File: src/rtl/muldiv_unit.sv
// Iterative multiply/divide unit: MULT, MULTU, DIV, DIVU.
// One radix-2 step per cycle for WIDTH cycles, one sign-fix cycle, then the
// result is committed to the HI/LO registers and done pulses for one cycle.
// MTHI/MTLO writes are accepted whenever the unit is not busy.
module muldiv_unit #(
    parameter int WIDTH = 32
) (
    input  logic             clk,
    input  logic             reset_n,
    input  logic             start,
    input  logic [1:0]       op,
    input  logic [WIDTH-1:0] op1,
    input  logic [WIDTH-1:0] op2,
    input  logic             kill,
    input  logic             wr_hi,
    input  logic             wr_lo,
    input  logic [WIDTH-1:0] wdata,
    output logic             busy,
    output logic             done,
    output logic [WIDTH-1:0] hi,
    output logic [WIDTH-1:0] lo
);

    localparam int CW = (WIDTH > 1) ? $clog2(WIDTH) : 1;
    localparam logic [CW-1:0]      LAST_STEP = CW'(WIDTH - 1);
    localparam logic [WIDTH-1:0]   ONE_W     = {{(WIDTH-1){1'b0}}, 1'b1};
    localparam logic [2*WIDTH-1:0] ONE_2W    = {{(2*WIDTH-1){1'b0}}, 1'b1};

    typedef enum logic [1:0] {
        IDLE = 2'd0,
        CALC = 2'd1,
        FIX  = 2'd2,
        DONE = 2'd3
    } state_t;

    // Two's-complement negate of a WIDTH-bit value when en is set.
    function automatic logic [WIDTH-1:0] cond_neg_w(input logic [WIDTH-1:0] x, input logic en);
        cond_neg_w = en ? (~x + ONE_W) : x;
    endfunction

    // Two's-complement negate of a 2*WIDTH-bit value when en is set.
    function automatic logic [2*WIDTH-1:0] cond_neg_2w(input logic [2*WIDTH-1:0] x, input logic en);
        cond_neg_2w = en ? (~x + ONE_2W) : x;
    endfunction

    state_t               state_r;
    logic [1:0]           op_r;
    logic                 sign1_r;
    logic                 sign2_r;
    logic [WIDTH-1:0]     opnd_r;      // multiplicand (multiply) or divisor (divide) magnitude
    logic [2*WIDTH-1:0]   acc_r;       // product accumulator; low half is dividend/quotient for divide
    logic [WIDTH:0]       rem_r;       // partial remainder
    logic [CW-1:0]        cnt_r;
    logic [WIDTH-1:0]     hi_r;
    logic [WIDTH-1:0]     lo_r;
    logic                 busy_r;
    logic                 done_r;

    logic                 neg1_s;
    logic                 neg2_s;
    logic [WIDTH-1:0]     mag1_s;
    logic [WIDTH-1:0]     mag2_s;
    logic [WIDTH:0]       mul_sum_s;
    logic [2*WIDTH-1:0]   mul_next_s;
    logic [WIDTH+1:0]     div_shift_s;
    logic                 div_ge_s;
    logic [WIDTH:0]       div_rem_next_s;
    logic [WIDTH-1:0]     div_quo_next_s;
    logic                 div_zero_s;
    logic [2*WIDTH-1:0]   prod_fix_s;
    logic [WIDTH-1:0]     quo_fix_s;
    logic [WIDTH-1:0]     rem_fix_s;

    // Operand magnitudes and sign bits captured on an accepted start; op[0]=0 means signed.
    always_comb begin
        neg1_s = ~op[0] & op1[WIDTH-1];
        neg2_s = ~op[0] & op2[WIDTH-1];
        mag1_s = cond_neg_w(op1, neg1_s);
        mag2_s = cond_neg_w(op2, neg2_s);
    end

    // One shift-add multiply step and one restoring divide step from the current state.
    always_comb begin
        mul_sum_s      = {1'b0, acc_r[2*WIDTH-1:WIDTH]} +
                         (acc_r[0] ? {1'b0, opnd_r} : {(WIDTH+1){1'b0}});
        mul_next_s     = {mul_sum_s, acc_r[WIDTH-1:1]};
        div_shift_s    = {rem_r, acc_r[WIDTH-1]};
        div_ge_s       = (div_shift_s >= {2'b00, opnd_r});
        div_rem_next_s = (WIDTH+1)'(div_ge_s ? (div_shift_s - {2'b00, opnd_r}) : div_shift_s);
        div_quo_next_s = {acc_r[WIDTH-2:0], div_ge_s};
    end

    // Sign correction applied in FIX; a zero divisor leaves the quotient all ones
    // and the remainder (the dividend magnitude, re-signed) equal to op1 as issued.
    always_comb begin
        div_zero_s = (opnd_r == {WIDTH{1'b0}});
        prod_fix_s = cond_neg_2w(acc_r, sign1_r ^ sign2_r);
        rem_fix_s  = cond_neg_w(rem_r[WIDTH-1:0], sign1_r);
        if (div_zero_s) begin
            quo_fix_s = {WIDTH{1'b1}};
        end else begin
            quo_fix_s = cond_neg_w(acc_r[WIDTH-1:0], sign1_r ^ sign2_r);
        end
    end

    // Control FSM, iteration datapath and the architectural HI/LO registers.
    always_ff @(posedge clk or negedge reset_n) begin
        if (!reset_n) begin
            state_r <= IDLE;
            op_r    <= 2'b00;
            sign1_r <= 1'b0;
            sign2_r <= 1'b0;
            opnd_r  <= {WIDTH{1'b0}};
            acc_r   <= {(2*WIDTH){1'b0}};
            rem_r   <= {(WIDTH+1){1'b0}};
            cnt_r   <= {CW{1'b0}};
            hi_r    <= {WIDTH{1'b0}};
            lo_r    <= {WIDTH{1'b0}};
            busy_r  <= 1'b0;
            done_r  <= 1'b0;
        end else begin
            case (state_r)
                IDLE, DONE: begin
                    if (wr_hi) begin
                        hi_r <= wdata;
                    end
                    if (wr_lo) begin
                        lo_r <= wdata;
                    end
                    if (start && !kill) begin
                        state_r <= CALC;
                        busy_r  <= 1'b1;
                        done_r  <= 1'b0;
                        op_r    <= op;
                        sign1_r <= neg1_s;
                        sign2_r <= neg2_s;
                        cnt_r   <= {CW{1'b0}};
                        rem_r   <= {(WIDTH+1){1'b0}};
                        if (op[1]) begin
                            opnd_r <= mag2_s;
                            acc_r  <= {{WIDTH{1'b0}}, mag1_s};
                        end else begin
                            opnd_r <= mag1_s;
                            acc_r  <= {{WIDTH{1'b0}}, mag2_s};
                        end
                    end else begin
                        state_r <= IDLE;
                        busy_r  <= 1'b0;
                        done_r  <= 1'b0;
                    end
                end
                CALC: begin
                    if (kill) begin
                        state_r <= IDLE;
                        busy_r  <= 1'b0;
                        done_r  <= 1'b0;
                    end else begin
                        if (op_r[1]) begin
                            acc_r <= {acc_r[2*WIDTH-1:WIDTH], div_quo_next_s};
                            rem_r <= div_rem_next_s;
                        end else begin
                            acc_r <= mul_next_s;
                        end
                        cnt_r <= cnt_r + {{(CW-1){1'b0}}, 1'b1};
                        if (cnt_r == LAST_STEP) begin
                            state_r <= FIX;
                        end
                    end
                end
                FIX: begin
                    busy_r <= 1'b0;
                    if (kill) begin
                        state_r <= IDLE;
                        done_r  <= 1'b0;
                    end else begin
                        state_r <= DONE;
                        done_r  <= 1'b1;
                        if (op_r[1]) begin
                            hi_r <= rem_fix_s;
                            lo_r <= quo_fix_s;
                        end else begin
                            hi_r <= prod_fix_s[2*WIDTH-1:WIDTH];
                            lo_r <= prod_fix_s[WIDTH-1:0];
                        end
                    end
                end
                default: begin
                    state_r <= IDLE;
                    busy_r  <= 1'b0;
                    done_r  <= 1'b0;
                end
            endcase
        end
    end

    assign busy = busy_r;
    assign done = done_r;
    assign hi   = hi_r;
    assign lo   = lo_r;

endmodule

File: config.mk
export PLATFORM = sky130hd
export DESIGN_NAME = muldiv_unit
export DESIGN_NICKNAME = d
export VERILOG_FILES = /design/src/rtl/muldiv_unit.sv
export SDC_FILE = /design/constraint.sdc
export NUM_CORES = 1
export LEC_CHECK = 0
export CAP_MARGIN = 20
export CORE_ASPECT_RATIO = 1.4
export CORE_MARGIN = 10
export CORE_UTILIZATION = 59
export DETAILED_ROUTE_END_ITERATION = 7
export PLACE_DENSITY = 0.86
export SYNTH_ARGS = -nofsm -noshare
export SYNTH_HDL_FRONTEND = slang
export SYNTH_SLANG_ARGS = --single-unit
File: constraint.sdc
create_clock -name clk -period 4.9 [get_ports clk]
set_clock_uncertainty 0.1 [all_clocks]
set_input_delay 0.49 -clock clk [delete_from_list [all_inputs] [get_ports clk]]
set_output_delay 0.49 -clock clk [all_outputs]
set_load 0.01 [all_outputs]
==> metrics.md <==
| Metric | Value |
|---|---|
| Outcome | finished, final reports clean |
| Count of cell types in the netlist | 69 |
| Synth Area in Simple Gates | 18.5% |
| HPWL after DPL | 44.6 mm |
| Initial antenna violation count | 0 |
| RSZ-0062 raised after global routing | false |
| Layout cells sized above 1 | 5.44% |
| Clock power frac | 25.8% |
| Clk buf depth | 3 |
| Worst reg2reg path endpoint | hi[24] |
| DR iter-0 viols | 1675 |
| Area Growth Syn to Fin | 16.8% |
| Die height | 218 um |
| Routed Antenna Nets | 0 |
| Internal | 4030 uW |
| Routed vias | 16900 |
| Sequential Power Share | 34.7% |
| Reported net switching power | 2680 uW |
| # diodes | 0 |
| CTS Buf Count | 23 |
| Yosys warns | 0 |
| Clk sink count | 205 |
| Number of global-route vias before repair | 16200 |
| Sw Ratio | 39.9% |
| Initial Util | 59.9% |
| Crit share post-route | 85.6% |
| CP required | 5200 ps |
| Comb pwr share | 39.5% |
| Worst relative slew slack | 31.2% |
| Largest family of logic cells by synthesized area | compound AO/OA/AOI/OAI gates |
| Via-to-Cell Ratio | 6.48 |
| Clk_lat worst skew | 550 ps |
| Synth Area in XOR/XNOR | 10.5% |
| Grt ovf | 0 |
| Worst Hold Class | register to register |
| Final setup viols | 0 |
| Avg WL per Cell | 22.3 um |
| Core area | 27700 sq um |
| Slew @ Worst Pin | 1030 ps |
| Worst-path clk slew | 60 ps |
| Multi-input logic area | 10700 sq um |
| First-pass DRT Iterations | 8 |
| Max H-tree Level | 1 |
| Post-synthesis sequential area ratio | 31.0% |
| Crit Path Class | register to register |
| CP Capture Type | register |
| Final worst slack | 705 ps |
| Final Max Slew Viols | 0 |
| Final Wtd Congestion | 0.986 |
| Final WL | 58.2 mm |
| Maxcap violations | 0 |
| Synth area leaders | dfrtp_1 (31%), o21ai_0 (7.7%), a21oi_1 (6.2%) |
| Most common cell after layout, fill and taps aside | nand2_1 |
| Total negative setup slack | 0 ps |
| Static Leak | 0.00868 uW |
| Pin count of the biggest net entering global routing | 123 |
| Async S/R FF share, synth | 100% |
| Crit path max fanout | 32 |
| PD cells | 347 nW/um^2 |
| Peak VDD IR | 0.000205 V |
| Final design utilization | 69.9% |
| Die width | 162 um |
| Crit path arrival time | 4500 ps |
| Multiplexer area fraction after synthesis | 3.23% |
| Final critical-path required period | 4190 ps |
| Fmax | 238 MHz |
| DRC viols | 0 |
| Largest area contributor in the synthesized netlist | dfrtp_1 |
| First-pass GRT wire length | 89.1 mm |
| CP startpoint kind | register |
| Yosys top cell area share | 31.0% |
| Post-place setup slack | 801 ps |
| CTS tree | built |
| Nets | 2403 |
| Fillers | 2270 |
| Full die area | 35300 sq um |
| Reg2reg setup slack | 710 ps |
| Hold Startpoint | hi[20] |
| EDFF count, synth | 0 |
| Port Buffers | 169 |
| Worst hold path depth | 2 |
| Critical R2R Launch | acc_r[0] |
| Rows | 72 |
| Commonest non-fill, non-tap cells in the layout | nand2_1 (257), o21ai_0 (256), a21oi_1 (205) |
| Most used DFF post-synth | dfrtp_1 |
| Ports | 170 |
| Gr usage total | 31.5% |
| Post-synthesis adder-cell area fraction | 5.68% |
| Syn Std Cell Area | 16600 sq um |
| Hold path endpoint | hi[20] |
| Avg Inst Size Synth | 7.78 sq um |
| Register area | 5130 sq um |
| CTS resizes | 0 |
| Root Driver | clkbuf_16 |
| Yosys reg bits | 205 |
| Final number of hold-violating endpoints | 0 |
| Gate Count Post-Synth | 2127 |
| Syn_nets | 2305 |
| Synth Area in Compound Gates | 26.6% |
| FF-to-FF path depth | 14 |
registers in the layout, summed over array words and instances, names as in the netlist:
signal / cells
done: 1
op_r: 1
sign1_r: 1
hi: 32
rem_r: 33
acc_r: 64
state_r: 2
cnt_r: 5
opnd_r: 32
sign2_r: 1
busy: 1
lo: 32
power groups by stage:
| stage | registers [uW] | logic [uW] | clock network [uW] |
|---|---|---|---|
| 3_5_place_dp | 2340 | 2570 | 0 |
| 2_1_floorplan | 2250 | 1650 | 0 |
| 3_3_place_gp | 2320 | 2510 | 0 |
| 5_1_grt | 2350 | 2870 | 1800 |
| 4_1_cts | 2310 | 2590 | 1720 |
| 6_report | 2330 | 2650 | 1730 |
area by class of cell:
cell class	instances	area share (%)
well taps	370	2.39
clock buffers	34	3.55
inverters	74	1.44
multi-input cells	1723	55.6
clock inverters	7	0.291
repair buffers	198	10.2
flip-flops and latches	205	26.5
synthesized netlist by cell type (24+ instances only):
cell type  count
o21ai_0      256
clkbuf_1     105
dfrtp_1      205
nand2_1      257
nor2_1       196
nor3_1        35
ha_1          72
a21oi_1      205
nand3_1       30
o22ai_1       31
a22o_1        25
a211oi_1      28
a21o_1        38
o31ai_1       31
or3_1         25
xor2_1        99
nor4_1        24
xnor2_1      100
inv_1         74
mux2_2        27
worst max-delay path, cell delays in order (launching register included):
cell,delay (ps)
dfrtp_1,490
inv_1,90
buf_4,320
ha_1,270
inv_1,70
nor4_2,200
buf_4,180
nand2_1,150
or3_1,480
nor3_1,440
a21oi_1,200
nand2b_1,200
xor2_1,150
o21ai_0,590
nand2_1,100
logic make-up after synthesis:
kind of cell,after synthesis
multiplexers,50
buffers and inverters,199
flip-flops,205
AND/OR/NAND/NOR,670
AO/OA/AOI/OAI,730
XOR/XNOR,199
adder cells (fa/ha/maj),74
how the worst max path moves through the flow:
stage	cells after the start	slack, ps	end	from
floorplan	14	1280	rem_r[32]	acc_r[31]
global placement	9	860	acc_r[27]	op2[7]
detailed placement	14	800	hi[24]	acc_r[0]
CTS	14	780	hi[24]	acc_r[0]
global route	16	440	rem_r[32]	acc_r[31]
finish	14	710	hi[24]	acc_r[0]
what timing repair did:
action                                 in CTS  in global routing
endpoints found under the hold margin      95                  0
hold buffers                                1                  0
buffers inserted                            0                  0
per-layer routing:
metal | up-vias | track usage [%] | routed length (um)
met5 | - | 0 | 0
met2 | 907 | 52.2 | 27400
li1 | 7856 | - | -
met1 | 7951 | 37.0 | 21700
met4 | 0 | 21.3 | 4280
met3 | 211 | 4.93 | 4830
through the flow:
stage	hold slack, ps	std cells	power, uW	instance area [sq um]
finish	378	2611	6710	19300
detailed placement	370	2566	4910	18500
floorplan	94.4	2127	3890	16600
CTS	383	2608	6620	19300
global placement	358	2566	4830	18500
global route	408	2611	7030	19300
(Power assumes the default switching activity.)
